**config.mk**
```make
export PLATFORM = sky130hd
export DESIGN_NAME = tick_timer_bank_flat
export DESIGN_NICKNAME = d
export VERILOG_FILES = /design/src/rtl/tick_timer_pkg.sv /design/src/rtl/tick_timer_bank_if.sv /design/src/rtl/tick_timer_chan.sv /design/src/rtl/tick_timer_bank.sv /design/src/flat_wrapper.sv
export SDC_FILE = /design/constraint.sdc
export NUM_CORES = 1
export LEC_CHECK = 0
export ABC_CLOCK_PERIOD_IN_PS = 2600
export BUFFER_PORTS_ARGS = -buffer_cell sky130_fd_sc_hd__buf_4
export CORE_ASPECT_RATIO = 1.5
export CORE_MARGIN = 5
export CORE_UTILIZATION = 64
export CTS_BUF_LIST = sky130_fd_sc_hd__clkbuf_2 sky130_fd_sc_hd__clkbuf_4 sky130_fd_sc_hd__clkbuf_8
export CTS_CLUSTER_DIAMETER = 120
export DETAILED_ROUTE_END_ITERATION = 7
export GPL_TIMING_DRIVEN = 0
export PLACE_DENSITY = 0.82
export SLEW_MARGIN = 20
export SYNTH_ARGS = -nofsm -noshare
export SYNTH_HDL_FRONTEND = slang
export SYNTH_SLANG_ARGS = --single-unit
```
**constraint.sdc**
```tcl
create_clock -name clk -period 2.6 [get_ports clk]
set_input_delay 0.65 -clock clk [delete_from_list [all_inputs] [get_ports clk]]
set_output_delay 0.65 -clock clk [all_outputs]
set_load 0.05 [all_outputs]
```
**src/rtl/tick_timer_pkg.sv**
```systemverilog
// Shared constants for the tick timer bank: register offsets and CTRL bit layout.
// Optional feature macro: TICK_TIMER_IRQ_EN (adds the irq output).
package tick_timer_pkg;

  localparam int unsigned REG_W  = 2;
  localparam int unsigned CTRL_W = 3;

  localparam logic [REG_W-1:0] REG_COUNT  = 2'd0;
  localparam logic [REG_W-1:0] REG_CTRL   = 2'd1;
  localparam logic [REG_W-1:0] REG_STATUS = 2'd2;
  localparam logic [REG_W-1:0] REG_TICK   = 2'd3;

  localparam int unsigned CTRL_EN = 0;
  localparam int unsigned CTRL_AR = 1;
  localparam int unsigned CTRL_IE = 2;

endpackage

```
**src/rtl/tick_timer_bank_if.sv**
```systemverilog
// Register-file access bus of the tick timer bank: address, write data, strobes, read data.
interface tick_timer_bank_if #(
  parameter int unsigned NCH   = 4,
  parameter int unsigned WIDTH = 8
);
  localparam int unsigned AW = $clog2(NCH) + 2;

  logic [AW-1:0]    addr;
  logic [WIDTH-1:0] di;
  logic             wren;
  logic             rden;
  logic [WIDTH-1:0] q;

  modport master (output addr, output di, output wren, output rden, input q);
  modport slave  (input addr, input di, input wren, input rden, output q);
endinterface

```
**src/rtl/tick_timer_chan.sv**
```systemverilog
// One down-counting tick timer channel: count, reload, ctrl and sticky expiry flag.
// Optional feature macro: TICK_TIMER_IRQ_EN (adds the irq_c next-state request output).
module tick_timer_chan
  import tick_timer_pkg::*;
#(
  parameter int unsigned WIDTH = 8
) (
  input  logic              clk,
  input  logic              rst_n,
  input  logic              tick,
  input  logic              wr_count,
  input  logic              wr_ctrl,
  input  logic              wr_status,
  input  logic [WIDTH-1:0]  di,
  output logic [WIDTH-1:0]  count,
  output logic [CTRL_W-1:0] ctrl,
  output logic              expired
`ifdef TICK_TIMER_IRQ_EN
  ,
  output logic              irq_c
`endif
);

  localparam logic [0:0] ST_IDLE = 1'b0;
  localparam logic [0:0] ST_RUN  = 1'b1;

  logic [WIDTH-1:0]  count_q, count_d;
  logic [WIDTH-1:0]  reload_q, reload_d;
  logic [CTRL_W-1:0] ctrl_q, ctrl_d;
  logic              expired_q, expired_d;
  logic              expire_set;
  logic [0:0]        state_c;

  // Channel state is implied by enable and a non-zero count
  always_comb begin
    state_c = ST_IDLE;
    if (ctrl_q[CTRL_EN] && (count_q != '0)) state_c = ST_RUN;
  end

  // Next-state: register writes, tick decrement, reload and expiry
  always_comb begin
    count_d    = count_q;
    reload_d   = reload_q;
    ctrl_d     = ctrl_q;
    expired_d  = expired_q;
    expire_set = 1'b0;

    if (wr_count) begin
      count_d  = di;
      reload_d = di;
    end else if (tick && (state_c == ST_RUN)) begin
      if (count_q > WIDTH'(1)) begin
        count_d = count_q - WIDTH'(1);
      end else begin
        expire_set = 1'b1;
        count_d    = ctrl_q[CTRL_AR] ? reload_q : '0;
      end
    end

    if (wr_ctrl) ctrl_d = di[CTRL_W-1:0];

    // Clear first so a same-cycle expiry still sets the flag
    if (wr_status && di[0]) expired_d = 1'b0;
    if (expire_set)         expired_d = 1'b1;
  end

  // Channel state registers
  always_ff @(posedge clk) begin
    if (!rst_n) begin
      count_q   <= '0;
      reload_q  <= '0;
      ctrl_q    <= '0;
      expired_q <= 1'b0;
    end else begin
      count_q   <= count_d;
      reload_q  <= reload_d;
      ctrl_q    <= ctrl_d;
      expired_q <= expired_d;
    end
  end

  assign count   = count_q;
  assign ctrl    = ctrl_q;
  assign expired = expired_q;

`ifdef TICK_TIMER_IRQ_EN
  assign irq_c = expired_d & ctrl_d[CTRL_IE];
`endif

endmodule

```
**src/rtl/tick_timer_bank.sv**
```systemverilog
// Bank of NCH tick timers sharing one prescaler, with a small register file.
// Optional feature macro: TICK_TIMER_IRQ_EN (adds registered irq = OR of expired & ie).
module tick_timer_bank
  import tick_timer_pkg::*;
#(
  parameter int unsigned MCLKFREQ = 24000000,
  parameter int unsigned TICKHZ   = 100,
  parameter int unsigned NCH      = 4,
  parameter int unsigned WIDTH    = 8
) (
  input  logic             clk,
  input  logic             rst_n,
  tick_timer_bank_if.slave bus,
  output logic             tick
`ifdef TICK_TIMER_IRQ_EN
  ,
  output logic             irq
`endif
);

  localparam int unsigned PRESCALE = MCLKFREQ / TICKHZ;
  localparam int unsigned PW       = $clog2(PRESCALE);

  logic [PW-1:0]     presc_q, presc_d;
  logic              tick_q, tick_d;
  logic [WIDTH-1:0]  tick_cnt_q, tick_cnt_d;
  logic [WIDTH-1:0]  q_q, q_d;

  logic [3:0]        sel_chan;
  logic [REG_W-1:0]  sel_reg;

  logic [NCH-1:0]    wr_count, wr_ctrl, wr_status;
  logic [WIDTH-1:0]  ch_count [NCH];
  logic [CTRL_W-1:0] ch_ctrl  [NCH];
  logic [NCH-1:0]    ch_exp;

  assign sel_chan = 4'(bus.addr >> 2);
  assign sel_reg  = bus.addr[REG_W-1:0];

  // Shared prescaler and free-running tick counter
  always_comb begin
    presc_d    = presc_q - PW'(1);
    tick_d     = 1'b0;
    tick_cnt_d = tick_cnt_q;
    if (presc_q == '0) begin
      presc_d    = PW'(PRESCALE - 1);
      tick_d     = 1'b1;
      tick_cnt_d = tick_cnt_q + WIDTH'(1);
    end
  end

  // Write decode; out-of-range channels match nothing
  always_comb begin
    wr_count  = '0;
    wr_ctrl   = '0;
    wr_status = '0;
    for (int i = 0; i < int'(NCH); i++) begin
      if (bus.wren && (sel_chan == 4'(i))) begin
        case (sel_reg)
          REG_COUNT:  wr_count[i]  = 1'b1;
          REG_CTRL:   wr_ctrl[i]   = 1'b1;
          REG_STATUS: wr_status[i] = 1'b1;
          default:    ;
        endcase
      end
    end
  end

  // Read mux; q holds between reads and out-of-range channels read 0
  always_comb begin
    q_d = q_q;
    if (bus.rden) begin
      q_d = '0;
      for (int i = 0; i < int'(NCH); i++) begin
        if (sel_chan == 4'(i)) begin
          case (sel_reg)
            REG_COUNT:  q_d = ch_count[i];
            REG_CTRL:   q_d = WIDTH'(ch_ctrl[i]);
            REG_STATUS: q_d = WIDTH'(ch_exp[i]);
            default:    q_d = tick_cnt_q;
          endcase
        end
      end
    end
  end

  // Top-level registers
  always_ff @(posedge clk) begin
    if (!rst_n) begin
      presc_q    <= PW'(PRESCALE - 1);
      tick_q     <= 1'b0;
      tick_cnt_q <= '0;
      q_q        <= '0;
    end else begin
      presc_q    <= presc_d;
      tick_q     <= tick_d;
      tick_cnt_q <= tick_cnt_d;
      q_q        <= q_d;
    end
  end

  assign tick  = tick_q;
  assign bus.q = q_q;

`ifdef TICK_TIMER_IRQ_EN
  logic [NCH-1:0] ch_irq;
  logic           irq_q, irq_d;

  // Interrupt request from any enabled expired channel
  always_comb begin
    irq_d = |ch_irq;
  end

  // Interrupt output register
  always_ff @(posedge clk) begin
    if (!rst_n) irq_q <= 1'b0;
    else        irq_q <= irq_d;
  end

  assign irq = irq_q;
`endif

  for (genvar g = 0; g < int'(NCH); g++) begin : g_chan
    tick_timer_chan #(.WIDTH(WIDTH)) u_chan (
      .clk       (clk),
      .rst_n     (rst_n),
      .tick      (tick_q),
      .wr_count  (wr_count[g]),
      .wr_ctrl   (wr_ctrl[g]),
      .wr_status (wr_status[g]),
      .di        (bus.di),
      .count     (ch_count[g]),
      .ctrl      (ch_ctrl[g]),
      .expired   (ch_exp[g])
`ifdef TICK_TIMER_IRQ_EN
      ,
      .irq_c     (ch_irq[g])
`endif
    );
  end

endmodule
```
**src/flat_wrapper.sv**
```systemverilog
// flat-port wrapper written by rule: the top's interface ports become plain ports
module tick_timer_bank_flat import tick_timer_pkg::*;
#(
  parameter int unsigned MCLKFREQ = 24000000,
  parameter int unsigned TICKHZ   = 100,
  parameter int unsigned NCH      = 4,
  parameter int unsigned WIDTH    = 8
)
  (clk, rst_n, tick, bus_addr, bus_di, bus_wren, bus_rden, bus_q);
  tick_timer_bank_if #(.NCH(NCH), .WIDTH(WIDTH)) bus_i ();
  input  logic clk;
  input  logic rst_n;
  output logic tick;
  input wire logic [$bits(bus_i.addr)-1:0] bus_addr;
  input wire logic [$bits(bus_i.di)-1:0] bus_di;
  input wire logic [$bits(bus_i.wren)-1:0] bus_wren;
  input wire logic [$bits(bus_i.rden)-1:0] bus_rden;
  output wire logic [$bits(bus_i.q)-1:0] bus_q;
  assign bus_i.addr = bus_addr;
  assign bus_i.di = bus_di;
  assign bus_i.wren = bus_wren;
  assign bus_i.rden = bus_rden;
  assign bus_q = bus_i.q;
  tick_timer_bank #(.MCLKFREQ(MCLKFREQ), .TICKHZ(TICKHZ), .NCH(NCH), .WIDTH(WIDTH)) u_core (.clk(clk), .rst_n(rst_n), .bus(bus_i), .tick(tick));
endmodule
```
==> results.json <==
{
  "fill_cells": 750,
  "grt_setup_unrepaired": "false",
  "grt_antenna_before_repair": 0,
  "clkSlewWorstSetupHoldPaths_ns": 0.07,
  "slowest_delay_ns": 0.63,
  "cp-end-kind": "flop",
  "core_um2": 9310,
  "async_flop_share_pct": 0,
  "crit_chain": "inv_1 -> ha_1 -> clkbuf_1 -> nor4_2 -> a21boi_0 -> o21a_1 -> o32ai_1",
  "fin_cells": 933,
  "ios": 25,
  "seqCellArea_um2": 2300,
  "synth_compound_gate_area_share_pct": 20.8,
  "maxCapViolations": 0,
  "crit_slowest_cell": "nor4_2",
  "dieWidth_um": 90.1,
  "yosysUniqueCellTypes": 64,
  "ant_nets": 0,
  "row_count": 43,
  "dp.cells": 901,
  "via_per_inst": 6.66,
  "grt_overflow": 0,
  "muxShareOfSynthArea_pct": 6.43,
  "wl_um": 18600,
  "grt_pass1_wl_um": 30100,
  "synth_flop_cell": "dfxtp_1",
  "ys_seq_area_share_pct": 37.4,
  "max_freq_mhz": 432,
  "chipHeight_um": 130,
  "clock_path_buffers": 2,
  "worst-path-buf-inv": 2,
  "drt-initial-drc-count": 649,
  "ys_ff_latch": 115,
  "cp.arrival_ns": 2.61,
  "ys_warn_count": 0,
  "hp-start": "u_core.presc_q[0]$_SDFF_PP1_",
  "finalNetCount": 838,
  "insertion_delay_ns": 0.44,
  "synth_nets": 800,
  "min_period_ns": 2.32,
  "synthXorXnorAreaFrac_pct": 2.99,
  "outcome": "completed",
  "synth-simple-area-share_pct": 25.3,
  "critical_path.startpoint": "u_core.g_chan[2].u_chan.count[1]$_SDFFE_PN0P_",
  "crit_fanout": 9,
  "hpwl_um": 13300,
  "firstDrtPassIters": 8,
  "max_slew_margin_pct": 42.3,
  "track_usage_pct": 32.0,
  "crit_family": "simple AND/OR/NAND/NOR gates",
  "timing.rr.start": "u_core.g_chan[2].u_chan.count[1]$_SDFFE_PN0P_",
  "ctsHtreeMaxLevel": 4,
  "multi_input_area_um2": 3600,
  "report.final.slew_viol_count": 0,
  "grt_max_degree": 17,
  "ir_drop_v": 0.000424,
  "cts-root-buf": "clkbuf_8",
  "worst_pin_slew_ns": 0.858,
  "hold_path.class": "reg -> reg",
  "synth.avg_cell_area_um2": 7.99,
  "grt_pass1_vias": 5945,
  "cts_tree": "built",
  "drc": 0,
  "place.gp.congestion": 1.01,
  "setup_violations": 0,
  "p_leak_nw": 2.43,
  "synthesis.area_um2": 6150,
  "area.growth.synth_to_final_pct": 11.3,
  "min_period_over_period_pct": 89.1,
  "die-area_um2": 11700,
  "synth_adder_area_share_pct": 2.85,
  "cp-start-kind": "flop",
  "cts_buffers": 17,
  "vias": 6211,
  "routedWlPerCell_um": 20.0,
  "total_power_mw": 3.89,
  "synth_edf_count": 0,
  "hold_violations": 0,
  "p_per_area_nw_per_um2": 567,
  "start_util_pct": 66.1,
  "finalClockSkew_ns": 0.00990,
  "cp.required_ns": 2.89,
  "cts_num_sinks": 115,
  "synth_top_family_by_area": "simple AND/OR/NAND/NOR gates",
  "n_antenna_cell": 0,
  "port_buffers": 19,
  "netlist_instances": 770,
  "cts_setup_buffers": 0,
  "final_layout_size_suffix_gt1_share_pct": 10.1,
  "path_class": "reg -> reg"
}
[repair_timing]
action	CTS	global route
endpoints found under the setup margin	0	5
hold buffers	0	0
gates resized for setup	0	1
[cell usage after synthesis, drive strengths merged, types with 9 or more instances]
cell type | n | area, µm²
and3 | 10 | 62.6
or4 | 11 | 90.1
dfxtp | 115 | 2300
mux2i | 17 | 170
nor4 | 11 | 98.8
nand3 | 28 | 145
nand2 | 128 | 480
nor3 | 17 | 90.1
mux4 | 9 | 203
ha | 14 | 175
or3 | 10 | 62.6
o31ai | 9 | 67.6
inv | 19 | 71.3
a31oi | 21 | 131
o21ai | 42 | 210
xnor2 | 15 | 131
nor2 | 68 | 255
a21oi | 65 | 325
clkbuf | 40 | 150
nand4 | 9 | 56.3
[cell usage in the layout (no fill, tap or decap), types with 6 or more instances in the layout]
cell type,n
a211oi_1,8
a21oi_1,65
a221oi_1,6
a31oi_1,21
and3_1,10
buf_4,19
clkbuf_1,40
clkbuf_8,17
dfxtp_1,115
ha_1,14
inv_1,18
mux2i_1,17
mux4_2,9
nand2_1,128
nand3_1,27
nand4_1,9
nor2_1,68
nor3_1,16
nor4_1,8
o211ai_1,8
o21ai_0,42
o31ai_1,9
or3_1,10
or4_1,9
xnor2_1,15
xor2_1,6
[path summary, 6_finish.rpt]
kind,slack (ns),cells after the start,endpoint
max,0.28,7,u_core.g_chan[2].u_chan.count[6]$_SDFFE_PN0P_
min reg2reg,0.43,1,u_core.presc_q[0]$_SDFF_PP1_
min,0.43,1,u_core.presc_q[0]$_SDFF_PP1_
max reg2reg,0.28,7,u_core.g_chan[2].u_chan.count[6]$_SDFFE_PN0P_
[metal layers]
layer / global-route usage (%) / part of all wire, % / vias to the layer above
li1: - / - / 2890
met1: 37.0 / 37 / 2868
met2: 53.1 / 48 / 365
met3: 7.90 / 9.1 / 88
met4: 20.5 / 5.8 / 0
met5: 0 / 0 / -
[cell type report]
cell class                      instances  area share, %
Tap cell                              112           2.05
Clock inverter                         10           1.96
Multi-Input combinational cell        589           52.5
Sequential cell                       115           33.6
Inverter                               19           1.04
Buffer                                 47           2.76
Timing Repair Buffer                   19           2.08
Clock buffer                           22           3.96
[where the power goes]
group | switching, mW | leakage [nW] | internal [mW] | total (mW)
Combinational | 0.237 | 1.29 | 0.114 | 0.351
Sequential | 0.0272 | 0.930 | 1.79 | 1.81
Clock | 0.726 | 0.208 | 0.994 | 1.72
Total | 0.990 | 2.43 | 2.90 | 3.89
[state kept, by name (all words and copies together), names as in the netlist]
| signal | flops |
|---|---|
| u_core.presc_q | 18 |
| u_core.tick_cnt_q | 8 |
| u_core.g_chan.u_chan.ctrl | 12 |
| u_core.g_chan.u_chan.count | 32 |
| u_core.g_chan.u_chan.expired | 4 |
| u_core.tick | 1 |
| u_core.g_chan.u_chan.reload_q | 32 |
| u_core.bus.q | 8 |
[per-stage QoR]
step | instance area, µm² | util [%] | TNS [ns] | setup slack (ns) | hold WS, ns
after global routing | 6850 | 73.6 | 0 | 0.0470 | 0.460
after global placement | 6440 | 69.1 | 0 | 0.00490 | 0.407
after detailed placement | 6440 | 69.1 | -0.0130 | -0.00903 | 0.417
after floorplan | 6150 | - | 0 | 0.278 | 0.393
final | 6850 | 73.6 | 0 | 0.283 | 0.430
after CTS | 6840 | 73.5 | 0 | 0.0745 | 0.433
[cells by family (layout without fill, tap and decap cells)]
| family | after synthesis | after routing |
|---|---|---|
| muxes | 28 | 28 |
| AOI/OAI and AO/OA | 204 | 204 |
| buffers and inverters | 66 | 117 |
| adders and majority gates | 14 | 14 |
| DFF | 115 | 115 |
| and+or+nand+nor | 322 | 322 |
| xor gates and xnor gates | 21 | 21 |
Note: power is estimated with default switching activity, not from simulation.
